### config.mk
export PLATFORM = sky130hd
export DESIGN_NAME = alu_arbiter_flat
export DESIGN_NICKNAME = d
export VERILOG_FILES = /design/src/rtl/alu_arb_pkg.sv /design/src/rtl/alu_arbiter_if.sv /design/src/rtl/alu_arbiter_rr_arb2.sv /design/src/rtl/alu_arbiter.sv /design/src/flat_wrapper.sv
export SDC_FILE = /design/constraint.sdc
export NUM_CORES = 1
export LEC_CHECK = 0
export CORE_MARGIN = 1.5
export CORE_UTILIZATION = 37
export DETAILED_ROUTE_END_ITERATION = 8
export PLACE_DENSITY = 0.83
export SYNTH_ARGS = -nofsm -noshare
export SYNTH_HDL_FRONTEND = slang
export SYNTH_SLANG_ARGS = --single-unit
export TNS_END_PERCENT = 5
### constraint.sdc
create_clock -name clk -period 2 [get_ports clk]
set_input_delay 0.3 -clock clk [delete_from_list [all_inputs] [get_ports clk]]
set_output_delay 0.3 -clock clk [all_outputs]
set_load 0.005 [all_outputs]
### src/rtl/alu_arb_pkg.sv
// Shared types and constants for the two-requester ALU arbiter.
// Holds the control FSM state type, the ALU control-code constants and
// the legality check used to reject unsupported codes before execution.
package alu_arb_pkg;

  // Control FSM states
  typedef enum logic [1:0] {
    IDLE = 2'd0,
    EXEC = 2'd1,
    RESP = 2'd2
  } state_t;

  // ALU control codes understood by the shared ALU
  localparam logic [3:0] CTR_ADD  = 4'd0;
  localparam logic [3:0] CTR_SLL  = 4'd1;
  localparam logic [3:0] CTR_SLT  = 4'd2;
  localparam logic [3:0] CTR_SLTU = 4'd3;
  localparam logic [3:0] CTR_XOR  = 4'd4;
  localparam logic [3:0] CTR_SRL  = 4'd5;
  localparam logic [3:0] CTR_OR   = 4'd6;
  localparam logic [3:0] CTR_AND  = 4'd7;
  localparam logic [3:0] CTR_SUB  = 4'd8;
  localparam logic [3:0] CTR_SRA  = 4'd13;
  localparam logic [3:0] CTR_LUI  = 4'd15;

  // True when the ALU implements the given control code
  function automatic logic ctr_legal(input logic [3:0] ctr);
    logic ok;
    case (ctr)
      CTR_ADD, CTR_SLL, CTR_SLT, CTR_SLTU, CTR_XOR, CTR_SRL,
      CTR_OR, CTR_AND, CTR_SUB, CTR_SRA, CTR_LUI: ok = 1'b1;
      default:                                    ok = 1'b0;
    endcase
    return ok;
  endfunction

endpackage

### src/rtl/alu_arbiter_if.sv
// Bundle of all handshake and data signals around the ALU arbiter:
// two request channels, the ALU operand/result wires, the tagged response
// channel and the busy flag. slave = arbiter side, master = environment side.
interface alu_arbiter_if #(
  parameter int DATA_W = 32
);

  // Requester 0
  logic              req0_valid;
  logic              req0_ready;
  logic [DATA_W-1:0] req0_a;
  logic [DATA_W-1:0] req0_b;
  logic [3:0]        req0_ctr;

  // Requester 1
  logic              req1_valid;
  logic              req1_ready;
  logic [DATA_W-1:0] req1_a;
  logic [DATA_W-1:0] req1_b;
  logic [3:0]        req1_ctr;

  // Shared ALU
  logic [DATA_W-1:0] alu_a;
  logic [DATA_W-1:0] alu_b;
  logic [3:0]        alu_ctr;
  logic [DATA_W-1:0] alu_result;
  logic              alu_less;
  logic              alu_zero;

  // Response channel
  logic              rsp_valid;
  logic              rsp_ready;
  logic              rsp_id;
  logic [DATA_W-1:0] rsp_result;
  logic              rsp_less;
  logic              rsp_zero;
  logic              rsp_err;

  logic              busy;

  modport slave (
    input  req0_valid, req0_a, req0_b, req0_ctr,
    output req0_ready,
    input  req1_valid, req1_a, req1_b, req1_ctr,
    output req1_ready,
    output alu_a, alu_b, alu_ctr,
    input  alu_result, alu_less, alu_zero,
    output rsp_valid, rsp_id, rsp_result, rsp_less, rsp_zero, rsp_err,
    input  rsp_ready,
    output busy
  );

  modport master (
    output req0_valid, req0_a, req0_b, req0_ctr,
    input  req0_ready,
    output req1_valid, req1_a, req1_b, req1_ctr,
    input  req1_ready,
    input  alu_a, alu_b, alu_ctr,
    output alu_result, alu_less, alu_zero,
    input  rsp_valid, rsp_id, rsp_result, rsp_less, rsp_zero, rsp_err,
    output rsp_ready,
    input  busy
  );

endinterface

### src/rtl/alu_arbiter_rr_arb2.sv
// rr_arb2: two-way arbiter, combinational grant plus round-robin pointer.
// Latency: grant is combinational from req; pointer updates on the accept edge.
// Backpressure: pointer moves only when 'advance' (a real handshake) is high.
// Ports: clk, rst_n, req[1:0] (valid requests), advance (grant taken), grant (winner id).
// Macro ALU_ARB_FIXED_PRIO_EN: requester 0 always wins ties, no pointer register.
module rr_arb2 (
  input  logic       clk,
  input  logic       rst_n,
  input  logic [1:0] req,
  input  logic       advance,
  output logic       grant
);

`ifdef ALU_ARB_FIXED_PRIO_EN

  // Requester 1 only wins when requester 0 is idle
  assign grant = !req[0] && req[1];

  // Clock, reset and advance have no function in the fixed-priority build
  logic unused_fixed;
  assign unused_fixed = &{1'b0, clk, rst_n, advance};

`else

  // Names the requester that wins the next tie
  logic ptr_q;

  // Tie goes to the pointer; otherwise the single valid requester wins.
  // With nothing valid the value is irrelevant since advance stays low.
  assign grant = (req[0] && req[1]) ? ptr_q : req[1];

  // After every grant, favour the other requester, even if it was idle
  always_ff @(posedge clk or negedge rst_n) begin
    if (!rst_n) begin
      ptr_q <= 1'b0;
    end else if (advance) begin
      ptr_q <= !grant;
    end
  end

`endif

endmodule

### src/rtl/alu_arbiter.sv
// alu_arbiter: shares one external ALU between two requesters, round-robin.
// Latency: accept in cycle T, rsp_valid in T+2; one op per 3 cycles at best.
// Backpressure: holds the response until rsp_ready; no accept while busy.
// Ports: clk, rst_n (async, active-low), bus (alu_arbiter_if.slave) carrying
//   req0/req1 valid-ready channels, alu_a/alu_b/alu_ctr out, alu_result/
//   alu_less/alu_zero in, the tagged rsp channel and busy.
// Macro ALU_ARB_FIXED_PRIO_EN (in rr_arb2): fixed priority to requester 0.
module alu_arbiter
  import alu_arb_pkg::*;
#(
  parameter int DATA_W = 32
) (
  input  logic          clk,
  input  logic          rst_n,
  alu_arbiter_if.slave  bus
);

  state_t state_q, state_d;

  logic              grant;
  logic              accept;
  logic              ready0;
  logic              ready1;
  logic              rsp_valid;

  // Winning request, selected by grant
  logic [DATA_W-1:0] sel_a;
  logic [DATA_W-1:0] sel_b;
  logic [3:0]        sel_ctr;
  logic              sel_legal;

  // Operation registers driven to the ALU
  logic [DATA_W-1:0] alu_a_q;
  logic [DATA_W-1:0] alu_b_q;
  logic [3:0]        alu_ctr_q;
  logic              id_q;
  logic              err_q;

  // Captured response
  logic [DATA_W-1:0] rsp_result_q;
  logic              rsp_less_q;
  logic              rsp_zero_q;
  logic              rsp_err_q;

  // ---------------------------------------------------------------------
  // Arbitration
  // ---------------------------------------------------------------------
  rr_arb2 u_arb (
    .clk     (clk),
    .rst_n   (rst_n),
    .req     ({bus.req1_valid, bus.req0_valid}),
    .advance (accept),
    .grant   (grant)
  );

  always_comb begin
    sel_a     = grant ? bus.req1_a   : bus.req0_a;
    sel_b     = grant ? bus.req1_b   : bus.req0_b;
    sel_ctr   = grant ? bus.req1_ctr : bus.req0_ctr;
    sel_legal = ctr_legal(sel_ctr);
  end

  // ---------------------------------------------------------------------
  // Control FSM
  // ---------------------------------------------------------------------
  always_ff @(posedge clk or negedge rst_n) begin
    if (!rst_n) begin
      state_q <= IDLE;
    end else begin
      state_q <= state_d;
    end
  end

  always_comb begin
    state_d   = state_q;
    ready0    = 1'b0;
    ready1    = 1'b0;
    accept    = 1'b0;
    rsp_valid = 1'b0;
    case (state_q)
      IDLE: begin
        // rst_n gating keeps ready low while reset is asserted, since the
        // state register already reads IDLE during reset
        ready0 = rst_n && bus.req0_valid && !grant;
        ready1 = rst_n && bus.req1_valid &&  grant;
        accept = ready0 || ready1;
        if (accept) begin
          state_d = EXEC;
        end
      end
      EXEC: begin
        state_d = RESP;
      end
      RESP: begin
        rsp_valid = 1'b1;
        if (bus.rsp_ready) begin
          state_d = IDLE;
        end
      end
      default: begin
        state_d = IDLE;
      end
    endcase
  end

  // ---------------------------------------------------------------------
  // Operation registers: loaded only at the request handshake
  // ---------------------------------------------------------------------
  always_ff @(posedge clk or negedge rst_n) begin
    if (!rst_n) begin
      alu_a_q   <= '0;
      alu_b_q   <= '0;
      alu_ctr_q <= CTR_ADD;
      id_q      <= 1'b0;
      err_q     <= 1'b0;
    end else if (accept) begin
      alu_a_q   <= sel_a;
      alu_b_q   <= sel_b;
      // Illegal codes never reach the ALU; it idles on ADD for that op
      alu_ctr_q <= sel_legal ? sel_ctr : CTR_ADD;
      id_q      <= grant;
      err_q     <= !sel_legal;
    end
  end

  // ---------------------------------------------------------------------
  // Response capture at the end of EXEC; held through RESP
  // ---------------------------------------------------------------------
  always_ff @(posedge clk or negedge rst_n) begin
    if (!rst_n) begin
      rsp_result_q <= '0;
      rsp_less_q   <= 1'b0;
      rsp_zero_q   <= 1'b0;
      rsp_err_q    <= 1'b0;
    end else if (state_q == EXEC) begin
      // A rejected op reports only the error flag, all ALU outputs zeroed
      rsp_result_q <= err_q ? '0   : bus.alu_result;
      rsp_less_q   <= err_q ? 1'b0 : bus.alu_less;
      rsp_zero_q   <= err_q ? 1'b0 : bus.alu_zero;
      rsp_err_q    <= err_q;
    end
  end

  // ---------------------------------------------------------------------
  // Outputs
  // ---------------------------------------------------------------------
  assign bus.req0_ready = ready0;
  assign bus.req1_ready = ready1;
  assign bus.alu_a      = alu_a_q;
  assign bus.alu_b      = alu_b_q;
  assign bus.alu_ctr    = alu_ctr_q;
  assign bus.rsp_valid  = rsp_valid;
  // id_q is stable from accept through the response handshake
  assign bus.rsp_id     = id_q;
  assign bus.rsp_result = rsp_result_q;
  assign bus.rsp_less   = rsp_less_q;
  assign bus.rsp_zero   = rsp_zero_q;
  assign bus.rsp_err    = rsp_err_q;
  assign bus.busy       = (state_q != IDLE);

endmodule

### src/flat_wrapper.sv
// flat-port wrapper written by rule: the top's interface ports become plain ports
module alu_arbiter_flat import alu_arb_pkg::*;
#(
  parameter int DATA_W = 32
)
  (clk, rst_n, bus_req0_valid, bus_req0_a, bus_req0_b, bus_req0_ctr, bus_req0_ready, bus_req1_valid, bus_req1_a, bus_req1_b, bus_req1_ctr, bus_req1_ready, bus_alu_a, bus_alu_b, bus_alu_ctr, bus_alu_result, bus_alu_less, bus_alu_zero, bus_rsp_valid, bus_rsp_id, bus_rsp_result, bus_rsp_less, bus_rsp_zero, bus_rsp_err, bus_rsp_ready, bus_busy);
  alu_arbiter_if #(.DATA_W(DATA_W)) bus_i ();
  input  logic clk;
  input  logic rst_n;
  input wire logic [$bits(bus_i.req0_valid)-1:0] bus_req0_valid;
  input wire logic [$bits(bus_i.req0_a)-1:0] bus_req0_a;
  input wire logic [$bits(bus_i.req0_b)-1:0] bus_req0_b;
  input wire logic [$bits(bus_i.req0_ctr)-1:0] bus_req0_ctr;
  output wire logic [$bits(bus_i.req0_ready)-1:0] bus_req0_ready;
  input wire logic [$bits(bus_i.req1_valid)-1:0] bus_req1_valid;
  input wire logic [$bits(bus_i.req1_a)-1:0] bus_req1_a;
  input wire logic [$bits(bus_i.req1_b)-1:0] bus_req1_b;
  input wire logic [$bits(bus_i.req1_ctr)-1:0] bus_req1_ctr;
  output wire logic [$bits(bus_i.req1_ready)-1:0] bus_req1_ready;
  output wire logic [$bits(bus_i.alu_a)-1:0] bus_alu_a;
  output wire logic [$bits(bus_i.alu_b)-1:0] bus_alu_b;
  output wire logic [$bits(bus_i.alu_ctr)-1:0] bus_alu_ctr;
  input wire logic [$bits(bus_i.alu_result)-1:0] bus_alu_result;
  input wire logic [$bits(bus_i.alu_less)-1:0] bus_alu_less;
  input wire logic [$bits(bus_i.alu_zero)-1:0] bus_alu_zero;
  output wire logic [$bits(bus_i.rsp_valid)-1:0] bus_rsp_valid;
  output wire logic [$bits(bus_i.rsp_id)-1:0] bus_rsp_id;
  output wire logic [$bits(bus_i.rsp_result)-1:0] bus_rsp_result;
  output wire logic [$bits(bus_i.rsp_less)-1:0] bus_rsp_less;
  output wire logic [$bits(bus_i.rsp_zero)-1:0] bus_rsp_zero;
  output wire logic [$bits(bus_i.rsp_err)-1:0] bus_rsp_err;
  input wire logic [$bits(bus_i.rsp_ready)-1:0] bus_rsp_ready;
  output wire logic [$bits(bus_i.busy)-1:0] bus_busy;
  assign bus_i.req0_valid = bus_req0_valid;
  assign bus_i.req0_a = bus_req0_a;
  assign bus_i.req0_b = bus_req0_b;
  assign bus_i.req0_ctr = bus_req0_ctr;
  assign bus_req0_ready = bus_i.req0_ready;
  assign bus_i.req1_valid = bus_req1_valid;
  assign bus_i.req1_a = bus_req1_a;
  assign bus_i.req1_b = bus_req1_b;
  assign bus_i.req1_ctr = bus_req1_ctr;
  assign bus_req1_ready = bus_i.req1_ready;
  assign bus_alu_a = bus_i.alu_a;
  assign bus_alu_b = bus_i.alu_b;
  assign bus_alu_ctr = bus_i.alu_ctr;
  assign bus_i.alu_result = bus_alu_result;
  assign bus_i.alu_less = bus_alu_less;
  assign bus_i.alu_zero = bus_alu_zero;
  assign bus_rsp_valid = bus_i.rsp_valid;
  assign bus_rsp_id = bus_i.rsp_id;
  assign bus_rsp_result = bus_i.rsp_result;
  assign bus_rsp_less = bus_i.rsp_less;
  assign bus_rsp_zero = bus_i.rsp_zero;
  assign bus_rsp_err = bus_i.rsp_err;
  assign bus_i.rsp_ready = bus_rsp_ready;
  assign bus_busy = bus_i.busy;
  alu_arbiter #(.DATA_W(DATA_W)) u_core (.clk(clk), .rst_n(rst_n), .bus(bus_i));
endmodule
==> flow_summary.toml <==
[die]
std_cell_rows = 40
die_h_um = 115
initial_utilization_pct = 38.4
fp.dieW_um = 115
io_pins = 283
core-area_um2 = 12100
die_area_um2 = 13200

[place]
io_buffers = 282
dp_hpwl_mm = 11.6
placed_cells = 914
globalplace.congestion = 0.826

[sta]
period_minus_slack_ns = 1.95
max_freq_ghz = 0.513
finalClockSkew_ns = 0.00587
slew_headroom_pct = 44.7
tightestPinTransition_ns = 0.829
min_period_over_period_pct = 97.4
rsz0062_at_grt = "no"
hold_viol = 0
report.final.slew_viol_count = 0
setup-violations-final = 0
hold_slack_ns = 0.0504

[global_routing]
grt_pass1_wl_mm = 24.2
grt_pass1_vias = 4873
gr-total-overflow = 0
antenna_found_initial = 0
groute.usage.overall_pct = 23.5
grt_max_degree = 65

[layout]
layout_commonest_cell = "clkdlybuf4s50_1"
diodes = 0
nNetsFinal = 936
drive_gt1_share_pct = 5.48
layout_common_cells = "clkdlybuf4s50_1 (279), nand2_1 (170), dfrtp_1 (107)"
syn_to_final_growth_pct = 74.2
nFillCells = 972
fin_cells = 934

[route]
drc = 0
viasPerCell = 4.99
first_pass_iters = 4
drt-total-wl_mm = 15.6
wl_per_cell_um = 16.7
ant_nets = 0
vias = 4658
drtIter0Drc = 334

[cts]
clk_latency_ns = 0.34
cts_root_buffer = "clkbuf_16"
cts.clk_slew.worst_paths_ns = 0.06
cts_tree = "done"
cts_made_buffers = 9
h-tree-depth = 3
clockBufferDepth = 2
clock-sinks = 108
hold_buffers = 0

[synthesis]
netlist_top_cells_area = "dfrtp_1 (58%), nand2_1 (14%), a22oi_1 (10%)"
synth_fp_nets = 660
syn-mean-instance-area_um2 = 9.59
ys_ff_latch = 108
synth_top_area_cell = "dfrtp_1"
async_flop_share_pct = 100
synth_top_area_share_pct = 58.1
synth_area_um2 = 4650
ys.flop_type = "dfrtp_1"
yosys_warnings = 0
synth_edf_count = 0
yosysSeqAreaShare_pct = 58.1
syn_inst = 485
yosysUniqueCellTypes = 28

[worst_setup_path]
critPathCaptureType = "output pin"
cp-endpoint = "bus_busy"
r2r_end = "u_core.bus.alu_a[22]$_DFFE_PN0P_"
cp.depth = 3
cp_cell_sequence = "buf_4 -> or2_2 -> clkdlybuf4s50_1"
path_class = "flop to output pin"
cp-start-kind = "flop"
critPathBufInv = 2
cp_data_required_time_ns = 1.70
rrSetupSlack_ns = 0.25
timing.critical_path.max_delay_family = "buffers and inverters"
cp_slowest_cell = "clkdlybuf4s50_1"
worstReg2RegStart = "u_core.state_q[1]$_DFFE_PN0P_"
cp_max_fo = 3
slowest_delay_ns = 0.46
reg2reg_depth = 7
crit_start = "u_core.state_q[0]$_DFFE_PN0P_"
worstPathArrival_ns = 1.65

[power]
ir_worst_vdd_mv = 0.587
p_leak_uw = 0.00363
p_total_uw = 10400
powerDensity_nw_per_um2 = 1280

[status]
status = "finished clean"

[min_path]
min_path_type = "input port to async pin"

[flow_run]
maxCapViolCount = 0
==> cell usage after synthesis (2+ instances only) <==
cell type,count
a21o_1,2
a21oi_1,4
a221oi_1,2
a22oi_1,64
and3_1,4
buf_2,17
buf_6,4
clkbuf_1,14
dfrtp_1,108
inv_1,3
nand2_1,170
nand2b_1,36
nor2_1,2
nor3_1,3
o21ai_0,31
o21ai_1,7
o31ai_1,3
==> metal layers <==
layer	routed length, um	GRT usage, %	up-vias	share of wire (%)
met5	0	0	-	0
met4	480	11.0	0	3.1
met3	1160	5.59	40	7.4
met2	8080	42.5	210	52
met1	5880	26.2	2219	38
li1	-	-	2189	-
==> power breakdown <==
group / total [uW] / leakage (uW) / switching (uW) / internal [uW]
sequential: 3880 / 0.00135 / 673 / 3210
combinational: 4360 / 0.00211 / 1590 / 2770
clock: 2160 / 0.000177 / 772 / 1390
total: 10400 / 0.00363 / 3040 / 7360
==> cell type report <==
| cell class | count | area (um2) | area share, % |
|---|---|---|---|
| repair buffers | 300 | 3030 | 37.4 |
| clock buffers | 12 | 246 | 3.04 |
| multi-input cells | 339 | 1780 | 22.0 |
| flip-flops and latches | 108 | 2700 | 33.4 |
| clock inverters | 4 | 120 | 1.48 |
| well taps | 168 | 210 | 2.60 |
| inverters | 3 | 11.3 | 0.139 |
==> cells by family after synthesis <==
family,Yosys count,synth area share [%]
simple gates,221,20.7
mux,2,0.457
flops,108,58.1
buf+inv,38,4.17
compound gates,116,16.6
==> sequential cells by signal (all words and copies together) (netlist names) <==
register               cells
u_core.bus.alu_ctr         4
u_core.bus.rsp_less        1
u_core.err_q               1
u_core.bus.alu_b          32
u_core.bus.rsp_err         1
u_core.bus.rsp_result     32
u_core.bus.rsp_id          1
u_core.bus.alu_a          32
u_core.u_arb.ptr_q         1
u_core.state_q             2
u_core.bus.rsp_zero        1
==> stage by stage <==
stage          cell area, um2  setup slack, ns  setup TNS [ns]  util [%]
2_1_floorplan            4650            0.588               0         -
3_3_place_gp             7690         -0.00618        -0.00841      63.5
3_5_place_dp             7690          -0.0654           -1.07      63.5
4_1_cts                  8090          0.00299               0      66.8
5_1_grt                  8100          0.00802               0      66.9
6_report                 8100           0.0512               0      66.9
==> what timing repair did <==
item / CTS / global route
endpoints found under the setup margin: 2 / 1
pin swaps: 2 / 0
setup buffers: 3 / 1
gates resized for setup: 5 / 0
==> how the worst min path moves through the flow <==
stage               startpoint                               to  cells after the start  slack (ns)
global route             rst_n   u_core.bus.rsp_err$_DFFE_PN0N_                      2        0.10
finish                   rst_n    u_core.bus.rsp_id$_DFFE_PN0P_                      2        0.05
floorplan                rst_n  u_core.bus.alu_a[0]$_DFFE_PN0P_                      0       0.004
detailed placement       rst_n    u_core.bus.rsp_id$_DFFE_PN0P_                      2        0.43
global placement         rst_n    u_core.bus.rsp_id$_DFFE_PN0P_                      2        0.42
CTS                      rst_n   u_core.bus.rsp_err$_DFFE_PN0N_                      2        0.08
Note: power is estimated with default switching activity, not from simulation.
